===== src/rtl/step_run_ctrl_if.sv =====
// Step/run controller handshake bundle.
// Ports: button, run, halt in; step_en, step_cnt, busy out (slave view).
interface step_run_ctrl_if;
    logic        button;
    logic        run;
    logic        halt;
    logic        step_en;
    logic [15:0] step_cnt;
    logic        busy;

    modport master (
        output button,
        output run,
        output halt,
        input  step_en,
        input  step_cnt,
        input  busy
    );

    modport slave (
        input  button,
        input  run,
        input  halt,
        output step_en,
        output step_cnt,
        output busy
    );
endinterface


===== src/rtl/step_run_ctrl.sv =====
// Debounced single-step / free-run clock-enable generator for a PCPU.
// Ports: clk, reset (async, high); bus: button/run/halt in, step_en/step_cnt/busy out.
module step_run_ctrl #(
    parameter logic [15:0] DB_CYCLES = 16'd50000,
    parameter logic [15:0] RUN_DIV   = 16'd4
) (
    input logic            clk,
    input logic            reset,
    step_run_ctrl_if.slave bus
);

    typedef enum logic [1:0] {
        IDLE,
        CHK_PRESS,
        HELD,
        CHK_REL
    } state_t;

    state_t      state;
    state_t      state_nx;
    logic [15:0] db_cnt;
    logic [15:0] db_cnt_nx;
    logic        press_evt;

    logic        btn_m;
    logic        btn_s;
    logic        run_m;
    logic        run_s;

    logic [15:0] div_cnt;
    logic        div_tc;
    logic        step_nx;
    logic        step_en;
    logic [15:0] step_cnt;

    always_ff @(posedge clk or posedge reset) begin
        if (reset) begin
            btn_m <= 1'b0;
            btn_s <= 1'b0;
            run_m <= 1'b0;
            run_s <= 1'b0;
        end else begin
            btn_m <= bus.button;
            btn_s <= btn_m;
            run_m <= bus.run;
            run_s <= run_m;
        end
    end

    always_ff @(posedge clk or posedge reset) begin
        if (reset) begin
            state  <= IDLE;
            db_cnt <= 16'd0;
        end else begin
            state  <= state_nx;
            db_cnt <= db_cnt_nx;
        end
    end

    always_comb begin
        state_nx  = state;
        db_cnt_nx = db_cnt;
        press_evt = 1'b0;
        unique case (state)
            IDLE: begin
                if (btn_s) begin
                    state_nx  = CHK_PRESS;
                    db_cnt_nx = 16'd0;
                end
            end
            CHK_PRESS: begin
                if (!btn_s) begin
                    state_nx = IDLE;
                end else if (db_cnt == DB_CYCLES - 16'd1) begin
                    state_nx  = HELD;
                    press_evt = 1'b1;
                end else begin
                    db_cnt_nx = db_cnt + 16'd1;
                end
            end
            HELD: begin
                if (!btn_s) begin
                    state_nx  = CHK_REL;
                    db_cnt_nx = 16'd0;
                end
            end
            CHK_REL: begin
                if (btn_s) begin
                    state_nx = HELD;
                end else if (db_cnt == DB_CYCLES - 16'd1) begin
                    state_nx = IDLE;
                end else begin
                    db_cnt_nx = db_cnt + 16'd1;
                end
            end
            default: begin
                state_nx  = IDLE;
                db_cnt_nx = 16'd0;
            end
        endcase
    end

    // Divider parks at 0 in single-step so leaving run mode drops
    // any partial count without producing a pulse.
    assign div_tc = run_s && (div_cnt == RUN_DIV - 16'd1);

    always_ff @(posedge clk or posedge reset) begin
        if (reset) begin
            div_cnt <= 16'd0;
        end else if (!run_s || div_tc) begin
            div_cnt <= 16'd0;
        end else begin
            div_cnt <= div_cnt + 16'd1;
        end
    end

    // Mode selects exactly one pulse source, so a press coinciding
    // with terminal count can never yield two pulses.
    assign step_nx = !bus.halt && (run_s ? div_tc : press_evt);

    always_ff @(posedge clk or posedge reset) begin
        if (reset) begin
            step_en  <= 1'b0;
            step_cnt <= 16'd0;
        end else begin
            step_en  <= step_nx;
            step_cnt <= step_cnt + {15'd0, step_en};
        end
    end

    assign bus.step_en  = step_en;
    assign bus.step_cnt = step_cnt;
    assign bus.busy     = (state != IDLE);

endmodule


===== src/flat_wrapper.sv =====
// flat-port wrapper written by rule: the top's interface ports become plain ports
module step_run_ctrl_flat 
#(
    parameter logic [15:0] DB_CYCLES = 16'd50000,
    parameter logic [15:0] RUN_DIV   = 16'd4
)
  (clk, reset, bus_button, bus_run, bus_halt, bus_step_en, bus_step_cnt, bus_busy);
  step_run_ctrl_if bus_i ();
  input logic clk;
  input logic reset;
  input wire logic [$bits(bus_i.button)-1:0] bus_button;
  input wire logic [$bits(bus_i.run)-1:0] bus_run;
  input wire logic [$bits(bus_i.halt)-1:0] bus_halt;
  output wire logic [$bits(bus_i.step_en)-1:0] bus_step_en;
  output wire logic [$bits(bus_i.step_cnt)-1:0] bus_step_cnt;
  output wire logic [$bits(bus_i.busy)-1:0] bus_busy;
  assign bus_i.button = bus_button;
  assign bus_i.run = bus_run;
  assign bus_i.halt = bus_halt;
  assign bus_step_en = bus_i.step_en;
  assign bus_step_cnt = bus_i.step_cnt;
  assign bus_busy = bus_i.busy;
  step_run_ctrl #(.DB_CYCLES(DB_CYCLES), .RUN_DIV(RUN_DIV)) u_core (.clk(clk), .reset(reset), .bus(bus_i));
endmodule

===== config.mk =====
export PLATFORM = sky130hd
export DESIGN_NAME = step_run_ctrl_flat
export DESIGN_NICKNAME = d
export VERILOG_FILES = /design/src/rtl/step_run_ctrl_if.sv /design/src/rtl/step_run_ctrl.sv /design/src/flat_wrapper.sv
export SDC_FILE = /design/constraint.sdc
export NUM_CORES = 1
export LEC_CHECK = 0
export ABC_AREA = 1
export CAP_MARGIN = 30
export CORE_MARGIN = 5
export CORE_UTILIZATION = 45
export DETAILED_ROUTE_END_ITERATION = 10
export SLEW_MARGIN = 20
export SYNTH_ARGS = -nofsm -noshare
export SYNTH_HDL_FRONTEND = slang
export SYNTH_SLANG_ARGS = --single-unit

===== constraint.sdc =====
create_clock -name clk -period 2 [get_ports clk]
set_clock_uncertainty 0.15 [all_clocks]
set_input_delay 0.3 -clock clk [delete_from_list [all_inputs] [get_ports clk]]
set_output_delay 0.3 -clock clk [all_outputs]
set_load 0.05 [all_outputs]

==> Word-level counts from Yosys, hierarchy flattened <==
Cells that the tools add are included.
{ "word_totals": {"reg_bits": 55, "output_inout_bits": 18, "word_cells": 50} }
{ "classes": {"n_addsub": 3, "n_eq_ne": 11, "n_mux": 18, "reduce_logical": 9} }
{ "ops": {"columns": ["cell", "n"], "rows": [
  ["$mux 16", 6],
  ["$pmux 16 s4", 1],
  ["$add 16x1->16 const B", 2],
  ["$add 16x1->16", 1],
  ["$eq 16x16->1 const B", 1],
  ["$eq 16x2->1 const B", 1],
  ["$mux 2", 6],
  ["$pmux 2 s4", 1],
  ["$reduce_and 4->1", 2],
  ["$eq 2x2->1 const B", 2],
  ["$mux 1", 4],
  ["$ne 2x1->1 const B", 2],
  ["$ne 2x2->1 const B", 2],
  ["$ne 3x1->1 const B", 1],
  ["$ne 3x3->1 const B", 1],
  ["$eq 2x1->1 const B", 1],
  ["$logic_and 1x1->1", 2],
  ["$logic_not 1->1", 2],
  ["$logic_not 2->1", 1],
  ["$reduce_bool 2->1", 1],
  ["$logic_or 1x1->1", 1]
]} }

==> Logic depth before layout (Yosys ltp) <==
{ "logic_depth": {"depth_word": 6, "depth_mapped": 11, "mapped_depth_nobuf": 9} }

==> Least setup slack after synthesis <==
OpenSTA, ideal clock, no wires.
{ "synth_timing": {"path_kind": "register -> register", "from": "reg u_core.step_en, in the netlist u_core.bus.step_en", "to": "reg u_core.step_cnt[11], in the netlist u_core.bus.step_cnt[11]", "setup_time_ns": 0.142, "arrival_time_ns": 1.691, "t_required_ns": 1.708, "setup_slack_ns": 0.017, "path_stages_with_launch": 8, "n_path_buf": 0, "path_cell_list": "dfrtp_1 > ha_1 > nand3_1 > nor2_1 > nand3_1 > nor2_1 > nand2_1 > xnor2_1"} }
{ "synth_via": {"elab_chain_len": 1} }
{ "synth_lines": {"columns": ["item", "line_no", "source"], "rows": [
  ["start: declaration", "step_run_ctrl.sv:33", "logic step_en;"],
  ["start signal: assignment", "step_run_ctrl.sv:126", "step_en <= step_nx;"],
  ["$add 16x1->16", "step_run_ctrl.sv:127", "step_cnt <= step_cnt + {15'd0, step_en};"],
  ["end signal: assignment", "step_run_ctrl.sv:127", null],
  ["end: declaration", "step_run_ctrl.sv:34", "logic [15:0] step_cnt;"]
]} }
No other way between the ends.
A chain may end at the register's enable or synchronous reset.

==> Worst setup path after layout <==
{ "layout_timing": {"from": "reg u_core.step_cnt[14], in the netlist u_core.bus.step_cnt[14]", "to": "out bus_step_cnt[14]"} }
{ "layout_lines": {"columns": ["item", "line_no", "source"], "rows": [
  ["end: declaration", "flat_wrapper.sv:15", "output wire logic [$bits(bus_i.step_cnt)-1:0] bus_step_cnt;"]
]} }
No word-level cell between the ends.

==> flow_metrics.py <==
metrics = {
    "place": {
        "place_congestion": 0.8385,
        "port_buffers": 22,
        "hpwl_mm": 4.263,
    },
    "pwr": {
        "switchingPower_uw": 699.5,
        "clock_power_share_pct": 31.2,
        "combPwrFrac_pct": 16.7,
        "p_leak_nw": 1.580,
        "p_int_mw": 1.677,
        "power_density_nw_per_um2": 712.3,
        "seqPwrFrac_pct": 52.1,
        "switching_share_pct": 29.44,
        "ir_drop_mv": 0.8527,
    },
    "timing": {
        "fmax_mhz": 514.2,
        "final_hold_viol_count": 0,
        "final.period_utilization_pct": 97.25,
        "rsz0062_at_grt": "no",
        "period_needed_ps": 1945,
        "final_max_slew_viol_count": 0,
        "finalSetupTns_ps": 0,
        "setup_viol": 0,
        "worst_slew_pin_slew_ps": 503.3,
        "relSlewSlack_pct": 66.39,
    },
    "synthesis": {
        "avgSynthCellArea_um2": 8.091,
        "synthFlopType": "dfrtp_1",
        "synth_cell_types": 27,
        "syn_inst": 362,
        "synthMuxAreaShare_pct": 0,
        "synth-xor-area-share_pct": 6.877,
        "ys_warn_count": 0,
        "yosysSeqAreaShare_pct": 46.99,
        "synth_fa_ha_area_share_pct": 1.709,
        "syn_area_um2": 2929,
        "synth_compound_gate_area_share_pct": 5.254,
        "synth_edf_count": 0,
        "synth_top_family_by_area": "simple AND/OR/NAND/NOR gates",
        "synth-simple-area-share_pct": 31.48,
        "ys_ff_latch": 55,
        "syn_nets": 371,
        "async_flop_share_pct": 100.0,
    },
    "die": {
        "die_x_um": 90.68,
        "std_cell_rows": 29,
        "core_um2": 6350,
        "initial_utilization_pct": 46.13,
        "dieArea_um2": 8223,
        "die_h_um": 90.68,
        "pin_count": 23,
    },
    "critical_path": {
        "crit_required_ps": 1550,
        "regToRegStartpoint": "u_core.bus.step_en",
        "cpPeakStageDelay_ps": 810,
        "crit_path_max_fanout": 3,
        "path_cells": "clkdlybuf4s50_1",
        "crit_family": "buffers and inverters",
        "crit_slowest_cell": "clkdlybuf4s50_1",
        "crit_type": "reg2out",
        "cp.arrival_ps": 1490,
        "rr_endpoint": "u_core.bus.step_cnt[11]",
        "startpoint_type": "flip-flop",
        "r2r_slack_ps": 270,
        "reg2reg_depth": 7,
        "critPathCaptureType": "output port",
        "worstPathBufferInverterCount": 1,
    },
    "grt": {
        "grt_busiest_layer": "met2",
        "grt_overflow": 0,
        "antenna_found_initial": 0,
        "met3_usage_pct": 3.083,
        "grt_pass1_vias": 2243,
        "grt_usage_pct": 15.01,
        "use_met1_pct": 21.32,
        "grt_pass1_wl_mm": 10.45,
        "grtUsageMet2_pct": 23.37,
        "grt_max_degree": 56,
    },
    "final_layout": {
        "layout-drive-gt1-share_pct": 12.47,
        "fin_nets": 401,
        "areaGrowthSynthToFinish_pct": 13.88,
        "layout_common_cells": "nand2_1 (86), nor2_1 (55), dfrtp_1 (55)",
        "final_common_cell": "nand2_1",
        "diodes": 0,
        "fin_util_pct": 52.53,
    },
    "routing": {
        "drcViolationCount": 0,
        "num_vias": 2345,
        "viasPerCell": 4.989,
        "dr.pass1.iters": 4,
        "drt-total-wl_mm": 5.709,
        "wl_per_cell_um": 12.15,
        "drt_iter0_markers": 142,
        "antenna_left": 0,
    },
    "clocking": {
        "numCtsBuffers": 5,
        "cts-root-buf": "clkbuf_8",
        "cts_buffer_depth": 2,
        "clkLatencyLatePin_ps": 310,
        "hold_buffers": 0,
        "cts.sinks": 55,
        "cts_post_setup_buffers_inserted": 0,
        "path_clk_slew_ps": 100,
        "cts_tree": "done",
        "htree_levels": 2,
    },
    "outcome": {
        "status": "finished clean",
    },
    "min_path": {
        "hp-class": "in2async",
    },
    "job": {
        "cap_viol_max_count": 0,
    },
}
cells by family (layout without fill, tap and decap cells):
| group | Yosys count | in the layout |
|---|---|---|
| compound gates | 23 | 23 |
| xor+xnor | 23 | 23 |
| fa+ha+maj | 4 | 4 |
| buf+inv | 50 | 81 |
| flops | 55 | 55 |
| simple gates | 207 | 207 |
flip-flops by register name, summed over array words and instances, names as in the netlist, named ones only:
name	flops
u_core.db_cnt	16
u_core.state	1
u_core.bus.step_cnt	16
u_core.btn_m	1
u_core.run_s	1
u_core.run_m	1
u_core.btn_s	1
u_core.bus.step_en	1
u_core.div_cnt	16
cell usage after synthesis (2+ instances only):
| master | count | share of area (%) |
|---|---|---|
| a21oi_1 | 6 | 1.0 |
| buf_12 | 2 | 1.4 |
| dfrtp_1 | 55 | 47 |
| ha_1 | 4 | 1.7 |
| inv_1 | 45 | 5.8 |
| nand2_1 | 86 | 11 |
| nand2_2 | 6 | 1.3 |
| nand3_1 | 26 | 4.4 |
| nand4_1 | 9 | 1.9 |
| nor2_1 | 55 | 7.0 |
| nor2_4 | 2 | 0.77 |
| nor3_1 | 16 | 2.7 |
| nor3b_1 | 2 | 0.51 |
| o21ai_0 | 4 | 0.68 |
| o21ai_1 | 2 | 0.34 |
| o21ai_2 | 9 | 2.7 |
| o21bai_1 | 2 | 0.51 |
| xnor2_1 | 6 | 1.8 |
| xor2_1 | 17 | 5.1 |
power by group through the flow:
stage	registers, mW	clock network [mW]	logic (mW)
final	1.24	0.741	0.397
after detailed placement	1.26	0	0.405
after floorplan	1.41	0	0.117
after CTS	1.24	0.779	0.404
after global routing	1.25	0.815	0.432
after global placement	1.26	0	0.401
final cells by class:
| type | count | area [um2] |
|---|---|---|
| Timing Repair Buffer | 28 | 255.2 |
| Fill cell | 604 | 3014 |
| Tap cell | 77 | 96.34 |
| Sequential cell | 55 | 1376 |
| Multi-Input combinational cell | 257 | 1328 |
| Inverter | 45 | 168.9 |
| Clock buffer | 6 | 72.57 |
| Clock inverter | 2 | 38.79 |
metrics by stage:
stage          instances  hold WS [ps]  area (um2)  setup WS (ps)  total power, mW
3_3_place_gp         462         183.8        3222          282.4            1.661
3_5_place_dp         462         187.1        3222          252.7            1.668
4_1_cts              470         212.2        3333          17.70            2.425
2_1_floorplan        362         181.2        2929          16.60            1.527
6_report             470         200.8        3336          55.09            2.376
5_1_grt              470         224.4        3336          3.301            2.502
per-layer routing:
layer | routed length, um | vias to the layer above
met1 | 2805 | 1088
met4 | 70 | 0
li1 | - | 1201
met5 | 0 | -
met3 | 286 | 7
met2 | 2546 | 49
worst max-delay path by stage:
stage,start,end,slack [ps],cells past startpoint
4_1_cts,u_core.bus.step_cnt[1],bus_step_cnt[1],20,1
2_1_floorplan,u_core.bus.step_en,u_core.bus.step_cnt[11],20,7
3_3_place_gp,u_core.bus.step_cnt[0],u_core.bus.step_cnt[11],280,7
6_report,u_core.bus.step_cnt[14],bus_step_cnt[14],60,1
3_5_place_dp,u_core.bus.step_en,u_core.bus.step_cnt[11],250,7
5_1_grt,u_core.bus.step_cnt[14],bus_step_cnt[14],3,1
what timing repair did:
item,4_1_cts,5_1_grt
gates resized for setup,0,1
hold endpoints to repair,0,0
setup endpoints to repair,0,1
Note: power is estimated with default switching activity, not from simulation.
